## config.mk

```make
export PLATFORM = sky130hd
export DESIGN_NAME = tile_loop_ctrl_flat
export DESIGN_NICKNAME = d
export VERILOG_FILES = /design/src/rtl/tile_loop_ctrl_if.sv /design/src/rtl/tile_loop_ctrl.sv /design/src/flat_wrapper.sv
export SDC_FILE = /design/constraint.sdc
export NUM_CORES = 1
export LEC_CHECK = 0
export BUFFER_PORTS_ARGS = -buffer_cell sky130_fd_sc_hd__clkbuf_2
export CORE_MARGIN = 2
export CORE_UTILIZATION = 32
export CTS_CLUSTER_SIZE = 12
export DETAILED_ROUTE_END_ITERATION = 10
export GPL_TIMING_DRIVEN = 0
export MAX_ROUTING_LAYER = met4
export PLACE_DENSITY = 0.53
export SLEW_MARGIN = 20
export SYNTH_ARGS = -nofsm -noshare
export SYNTH_HDL_FRONTEND = slang
export SYNTH_SLANG_ARGS = --single-unit
```

## constraint.sdc

```tcl
create_clock -name clk -period 4.6 [get_ports clk]
set_input_delay 0.46 -clock clk [delete_from_list [all_inputs] [get_ports clk]]
set_output_delay 0.46 -clock clk [all_outputs]
set_load 0.01 [all_outputs]
```

## src/rtl/tile_loop_ctrl_if.sv

```systemverilog
// Command/handshake bundle for tile_loop_ctrl: walk configuration in,
// element stream and downstream counter strobes out.
interface tile_loop_ctrl_if #(
  parameter int ROW_W  = 8,
  parameter int COL_W  = 8,
  parameter int ADDR_W = 16
);
  logic              start;
  logic [ROW_W-1:0]  rows_cfg;
  logic [COL_W-1:0]  cols_cfg;
  logic [ADDR_W-1:0] base_addr;
  logic [ADDR_W-1:0] stride;
  logic              stall;
  logic              busy;
  logic              done;
  logic              addr_valid;
  logic [ADDR_W-1:0] addr;
  logic [ROW_W-1:0]  row_idx;
  logic [COL_W-1:0]  col_idx;
  logic              cnt_clean;
  logic              cnt_en;

  modport master (
    output start, rows_cfg, cols_cfg, base_addr, stride, stall,
    input  busy, done, addr_valid, addr, row_idx, col_idx, cnt_clean, cnt_en
  );

  modport slave (
    input  start, rows_cfg, cols_cfg, base_addr, stride, stall,
    output busy, done, addr_valid, addr, row_idx, col_idx, cnt_clean, cnt_en
  );
endinterface

```

## src/rtl/tile_loop_ctrl.sv

```systemverilog
// Row-major 2-D tile address walker with stall back-pressure. Row bases are
// accumulated by adding the stride, so no multiplier is needed.
module tile_loop_ctrl #(
  parameter int ROW_W  = 8,
  parameter int COL_W  = 8,
  parameter int ADDR_W = 16
) (
  input  logic           clk,
  input  logic           rst_n,
  tile_loop_ctrl_if.slave bus
);

  typedef enum logic [1:0] {IDLE, RUN, DONE} state_t;

  state_t            state_q, state_d;
  logic [ROW_W-1:0]  rows_q, row_idx_q;
  logic [COL_W-1:0]  cols_q, col_idx_q;
  logic [ADDR_W-1:0] stride_q, row_base_q, addr_q;
  logic              cnt_clean_q;

  logic accept, cfg_zero, step, last_col, last_row;

  assign accept   = (state_q == IDLE) && bus.start;
  assign cfg_zero = (bus.rows_cfg == '0) || (bus.cols_cfg == '0);
  assign step     = (state_q == RUN) && !bus.stall;
  assign last_col = (col_idx_q == cols_q - COL_W'(1));
  assign last_row = (row_idx_q == rows_q - ROW_W'(1));

  // NOTE: every signal written here gets a default first, so no path through
  // the case statement can leave it unassigned and infer a latch.
  always_comb begin
    state_d = state_q;
    case (state_q)
      IDLE: if (bus.start) state_d = cfg_zero ? DONE : RUN;
      RUN:  if (step && last_col && last_row) state_d = DONE;
      DONE: state_d = IDLE;
      default: state_d = IDLE;
    endcase
  end

  // NOTE: sequential state uses non-blocking assignments only, so every flop
  // samples the pre-edge value of its inputs regardless of statement order.
  always_ff @(posedge clk or negedge rst_n) begin
    if (!rst_n) state_q <= IDLE;
    else        state_q <= state_d;
  end

  // NOTE: the datapath is a handful of flops, not a memory, so all of it is
  // reset; an aborted walk leaves nothing stale visible on the outputs.
  always_ff @(posedge clk or negedge rst_n) begin
    if (!rst_n) begin
      rows_q      <= '0;
      cols_q      <= '0;
      stride_q    <= '0;
      row_base_q  <= '0;
      addr_q      <= '0;
      row_idx_q   <= '0;
      col_idx_q   <= '0;
      cnt_clean_q <= 1'b0;
    end else begin
      cnt_clean_q <= accept;
      if (accept) begin
        rows_q     <= bus.rows_cfg;
        cols_q     <= bus.cols_cfg;
        stride_q   <= bus.stride;
        row_base_q <= bus.base_addr;
        addr_q     <= bus.base_addr;
        row_idx_q  <= '0;
        col_idx_q  <= '0;
      end else if (step && !(last_col && last_row)) begin
        if (!last_col) begin
          col_idx_q <= col_idx_q + COL_W'(1);
          addr_q    <= addr_q + ADDR_W'(1);
        end else begin
          // Next row starts one stride past the current row base.
          col_idx_q  <= '0;
          row_idx_q  <= row_idx_q + ROW_W'(1);
          row_base_q <= row_base_q + stride_q;
          addr_q     <= row_base_q + stride_q;
        end
      end
    end
  end

  assign bus.busy       = (state_q == RUN);
  assign bus.done       = (state_q == DONE);
  assign bus.addr_valid = step;
  assign bus.cnt_en     = step;
  assign bus.cnt_clean  = cnt_clean_q;
  assign bus.addr       = addr_q;
  assign bus.row_idx    = row_idx_q;
  assign bus.col_idx    = col_idx_q;

endmodule

```

## src/flat_wrapper.sv

```systemverilog
// flat-port wrapper written by rule: the top's interface ports become plain ports
module tile_loop_ctrl_flat 
#(
  parameter int ROW_W  = 8,
  parameter int COL_W  = 8,
  parameter int ADDR_W = 16
)
  (clk, rst_n, bus_start, bus_rows_cfg, bus_cols_cfg, bus_base_addr, bus_stride, bus_stall, bus_busy, bus_done, bus_addr_valid, bus_addr, bus_row_idx, bus_col_idx, bus_cnt_clean, bus_cnt_en);
  tile_loop_ctrl_if #(.ROW_W(ROW_W), .COL_W(COL_W), .ADDR_W(ADDR_W)) bus_i ();
  input  logic clk;
  input  logic rst_n;
  input wire logic [$bits(bus_i.start)-1:0] bus_start;
  input wire logic [$bits(bus_i.rows_cfg)-1:0] bus_rows_cfg;
  input wire logic [$bits(bus_i.cols_cfg)-1:0] bus_cols_cfg;
  input wire logic [$bits(bus_i.base_addr)-1:0] bus_base_addr;
  input wire logic [$bits(bus_i.stride)-1:0] bus_stride;
  input wire logic [$bits(bus_i.stall)-1:0] bus_stall;
  output wire logic [$bits(bus_i.busy)-1:0] bus_busy;
  output wire logic [$bits(bus_i.done)-1:0] bus_done;
  output wire logic [$bits(bus_i.addr_valid)-1:0] bus_addr_valid;
  output wire logic [$bits(bus_i.addr)-1:0] bus_addr;
  output wire logic [$bits(bus_i.row_idx)-1:0] bus_row_idx;
  output wire logic [$bits(bus_i.col_idx)-1:0] bus_col_idx;
  output wire logic [$bits(bus_i.cnt_clean)-1:0] bus_cnt_clean;
  output wire logic [$bits(bus_i.cnt_en)-1:0] bus_cnt_en;
  assign bus_i.start = bus_start;
  assign bus_i.rows_cfg = bus_rows_cfg;
  assign bus_i.cols_cfg = bus_cols_cfg;
  assign bus_i.base_addr = bus_base_addr;
  assign bus_i.stride = bus_stride;
  assign bus_i.stall = bus_stall;
  assign bus_busy = bus_i.busy;
  assign bus_done = bus_i.done;
  assign bus_addr_valid = bus_i.addr_valid;
  assign bus_addr = bus_i.addr;
  assign bus_row_idx = bus_i.row_idx;
  assign bus_col_idx = bus_i.col_idx;
  assign bus_cnt_clean = bus_i.cnt_clean;
  assign bus_cnt_en = bus_i.cnt_en;
  tile_loop_ctrl #(.ROW_W(ROW_W), .COL_W(COL_W), .ADDR_W(ADDR_W)) u_core (.clk(clk), .rst_n(rst_n), .bus(bus_i));
endmodule
```

==> flow_summary.json <==
{
  "p_clk_share_pct": 16.9,
  "fp.coreArea_um2": 16000,
  "ys_top_cells_by_area": "dfrtp_1 39%, nand2_1 9.5%, ha_1 4.7%",
  "ys_types": 75,
  "antenna_cells": 0,
  "hold_buffers": 0,
  "postSynth.asyncResetShare_pct": 100,
  "htreeDepth": 3,
  "first_iter_violations": 304,
  "power_frac_comb_pct": 52.2,
  "grt_usage_pct": 20.2,
  "drc": 0,
  "synth_seq_area_share_pct": 39.3,
  "finalMaxSlewViolations": 0,
  "die_w_um": 133,
  "period_minus_slack_ns": 2.97,
  "grt_pass1_vias": 5007,
  "finalSetupViolCount": 0,
  "port-buffer-count": 88,
  "clk_pin_slew_worst_paths_ns": 0.06,
  "clock_skew_ns": 0.00941,
  "fillers": 1679,
  "area_delta_synth_final_pct": 19.2,
  "arrival_ns": 3.25,
  "internal_power_mw": 2.48,
  "maxCapViolCount": 0,
  "outcome": "complete, no violations",
  "layout-drive-gt1-share_pct": 18.1,
  "avgSynthCellArea_um2": 8.61,
  "final_nets": 786,
  "start_util_pct": 33.0,
  "setup_ws_ns": 1.63,
  "reg2regPathDepth": 11,
  "num_rows": 46,
  "ant_nets": 0,
  "vdd_drop_max_uv": 246,
  "critical_path_peak_fanout": 10,
  "switchingPower_mw": 1.94,
  "clock_path_buffers": 2,
  "power_density_nw_per_um2": 701,
  "grt_pass1_wl_mm": 27.1,
  "cp-end-kind": "flop",
  "synth_warnings": 0,
  "first_pass_iters": 7,
  "cts_tree": "built",
  "gr-total-overflow": 0,
  "worst_slew_pin_slew_ns": 0.754,
  "grt_max_degree": 84,
  "startpoint_type": "flop",
  "max_slew_margin_pct": 49.7,
  "dp_hpwl_mm": 12.3,
  "cts-root-buf": "clkbuf_16",
  "routed_wl_mm": 16.7,
  "cts_resized": 0,
  "hold_path.class": "in2async",
  "rsz0062_at_grt": "false",
  "clock_latency_ns": 0.36,
  "cts_setup_buffers": 0,
  "pre_cts_ws_ns": 1.69,
  "reg2reg_slack_ns": 1.63,
  "die_area_um2": 17600,
  "syn-instance-count": 614,
  "post_drt_wl_per_cell_um": 17.9,
  "die_h_um": 133,
  "place.gp.congestion": 0.935,
  "synth_area_um2": 5290,
  "setup_tns_ns": 0,
  "yosys.area.top_type": "dfrtp_1",
  "cts_buffers": 9,
  "timing.hold.ws_ns": 0.132,
  "r2r_end": "u_core.row_base_q[2]",
  "reg2reg_from": "u_core.cols_q[0]",
  "fin_crit_sh_pct": 64.6,
  "swShare_pct": 43.8,
  "p_leak_nw": 2.99,
  "required_ns": 4.88,
  "fmax_mhz": 337,
  "ys.flop_type": "dfrtp_1",
  "vias_per_cell": 5.27,
  "synth-seq-cells": 83,
  "clock_sinks": 83,
  "finalHoldViolCount": 0,
  "syn_nets": 687,
  "worstSetupPathType": "reg2reg",
  "synth-edff-count": 0,
  "ios": 89,
  "finalPower_mw": 4.42,
  "power_frac_seq_pct": 30.9,
  "netlist.area_leader.share_pct": 39.3,
  "antenna_found_initial": 0,
  "via_count": 4913
}
## synth_stat cells, drive strengths merged, types with 3 or more instances
master   instances
nand2          136
dfrtp           83
nor2            49
a21oi           31
o21ai           27
xor2            24
ha              20
xnor2           18
buf             17
o211ai          17
nand3           15
clkbuf          12
inv             12
o21a            12
nor3            11
and3            10
nor2b            9
a21o             8
a31oi            8
nand4            7
mux2i            6
or2              6
nand2b           5
nor4             5
a211oi           4
a22oi            4
o211a            4
o31ai            4
and2             3
and3b            3
and4             3
o2111ai          3
o22ai            3
or3              3
## flip-flops by register name (all words and copies together) (netlist names)
register / flops
u_core.bus.cnt_clean: 1
u_core.bus.col_idx: 8
u_core.state_q: 2
u_core.row_base_q: 16
u_core.cols_q: 8
u_core.bus.addr: 16
u_core.rows_q: 8
u_core.stride_q: 16
u_core.bus.row_idx: 8
## cell families (layout without fill, tap and decap cells)
family / after synthesis / count (layout) / share of synthesized area, %
AO/OA/AOI/OAI: 147 / 147 / 19.6
AND/OR/NAND/NOR: 270 / 270 / 23.6
flip-flops: 83 / 83 / 39.3
XOR/XNOR: 42 / 42 / 6.96
multiplexers: 8 / 8 / 1.56
buffers and inverters: 42 / 145 / 3.76
adder cells (fa/ha/maj): 22 / 22 / 5.30
## cells in the final DEF (no fill, tap or decap), types with 7 or more instances in the layout
cell type / instances
inv_1: 12
nand3_1: 15
ha_1: 20
xnor2_1: 18
clkbuf_2: 87
clkbuf_16: 9
clkbuf_1: 14
nor2_1: 47
nor3_1: 10
nand2_1: 134
a21oi_1: 31
a31oi_1: 7
nand4_1: 7
dfrtp_1: 83
a21o_1: 8
and3_1: 10
o21a_1: 12
xor2_1: 24
nor2b_1: 9
o21ai_0: 23
o211ai_1: 15
## area by class of cell
type | count | area, µm² | area share (%)
Multi-Input combinational cell | 489 | 3010 | 47.8
Clock buffer | 13 | 260 | 4.13
Buffer | 29 | 150 | 2.38
Tap cell | 216 | 270 | 4.29
Sequential cell | 83 | 2080 | 33.0
Clock inverter | 2 | 35.0 | 0.556
Inverter | 13 | 48.8 | 0.774
Timing Repair Buffer | 88 | 449 | 7.13
## worst max-delay path: stages (launching register included)
cell      delay, ns
dfrtp_1        0.41
inv_1          0.09
ha_1           0.17
nor3b_1        0.35
a21oi_1        0.11
nor4b_1        0.33
o211ai_2       0.23
o31ai_4        0.29
buf_2          0.33
buf_2          0.36
nor2_1         0.08
a21oi_1        0.14
## how the worst max path moves through the flow
stage                      from                    end  slack, ns  depth (start not counted)
6_report       u_core.cols_q[0]   u_core.row_base_q[2]       1.63                         11
5_1_grt        u_core.cols_q[0]  u_core.row_base_q[14]       1.43                         11
4_1_cts        u_core.cols_q[0]   u_core.row_base_q[2]       1.67                         11
3_5_place_dp   u_core.cols_q[0]  u_core.row_base_q[14]       1.69                         11
3_3_place_gp   u_core.cols_q[0]   u_core.row_base_q[2]       1.67                         11
2_1_floorplan  u_core.rows_q[0]  u_core.row_base_q[10]       2.13                         10
## routing by layer
layer	vias up	part of all wire, %	global-route usage (%)
met5	-	0	-
met4	0	2.1	7.29
met1	2378	46	25.9
met3	27	4.5	3.68
met2	140	48	32.2
li1	2368	-	-
## stage by stage
| step | instances | cell area [µm²] | utilization, % |
|---|---|---|---|
| floorplan | 614 | 5290 | - |
| global placement | 918 | 6000 | 37.5 |
| detailed placement | 918 | 6010 | 37.5 |
| CTS | 933 | 6300 | 39.4 |
| global route | 933 | 6300 | 39.4 |
| finish | 933 | 6300 | 39.4 |
## power groups by stage
stage / clock [mW] / sequential (mW) / combinational [mW]
floorplan: 0 / 1.31 / 1.69
global placement: 0 / 1.37 / 2.24
detailed placement: 0 / 1.37 / 2.29
CTS: 0.758 / 1.36 / 2.31
global route: 0.787 / 1.42 / 2.59
finish: 0.746 / 1.36 / 2.31
(Power assumes the default switching activity.)
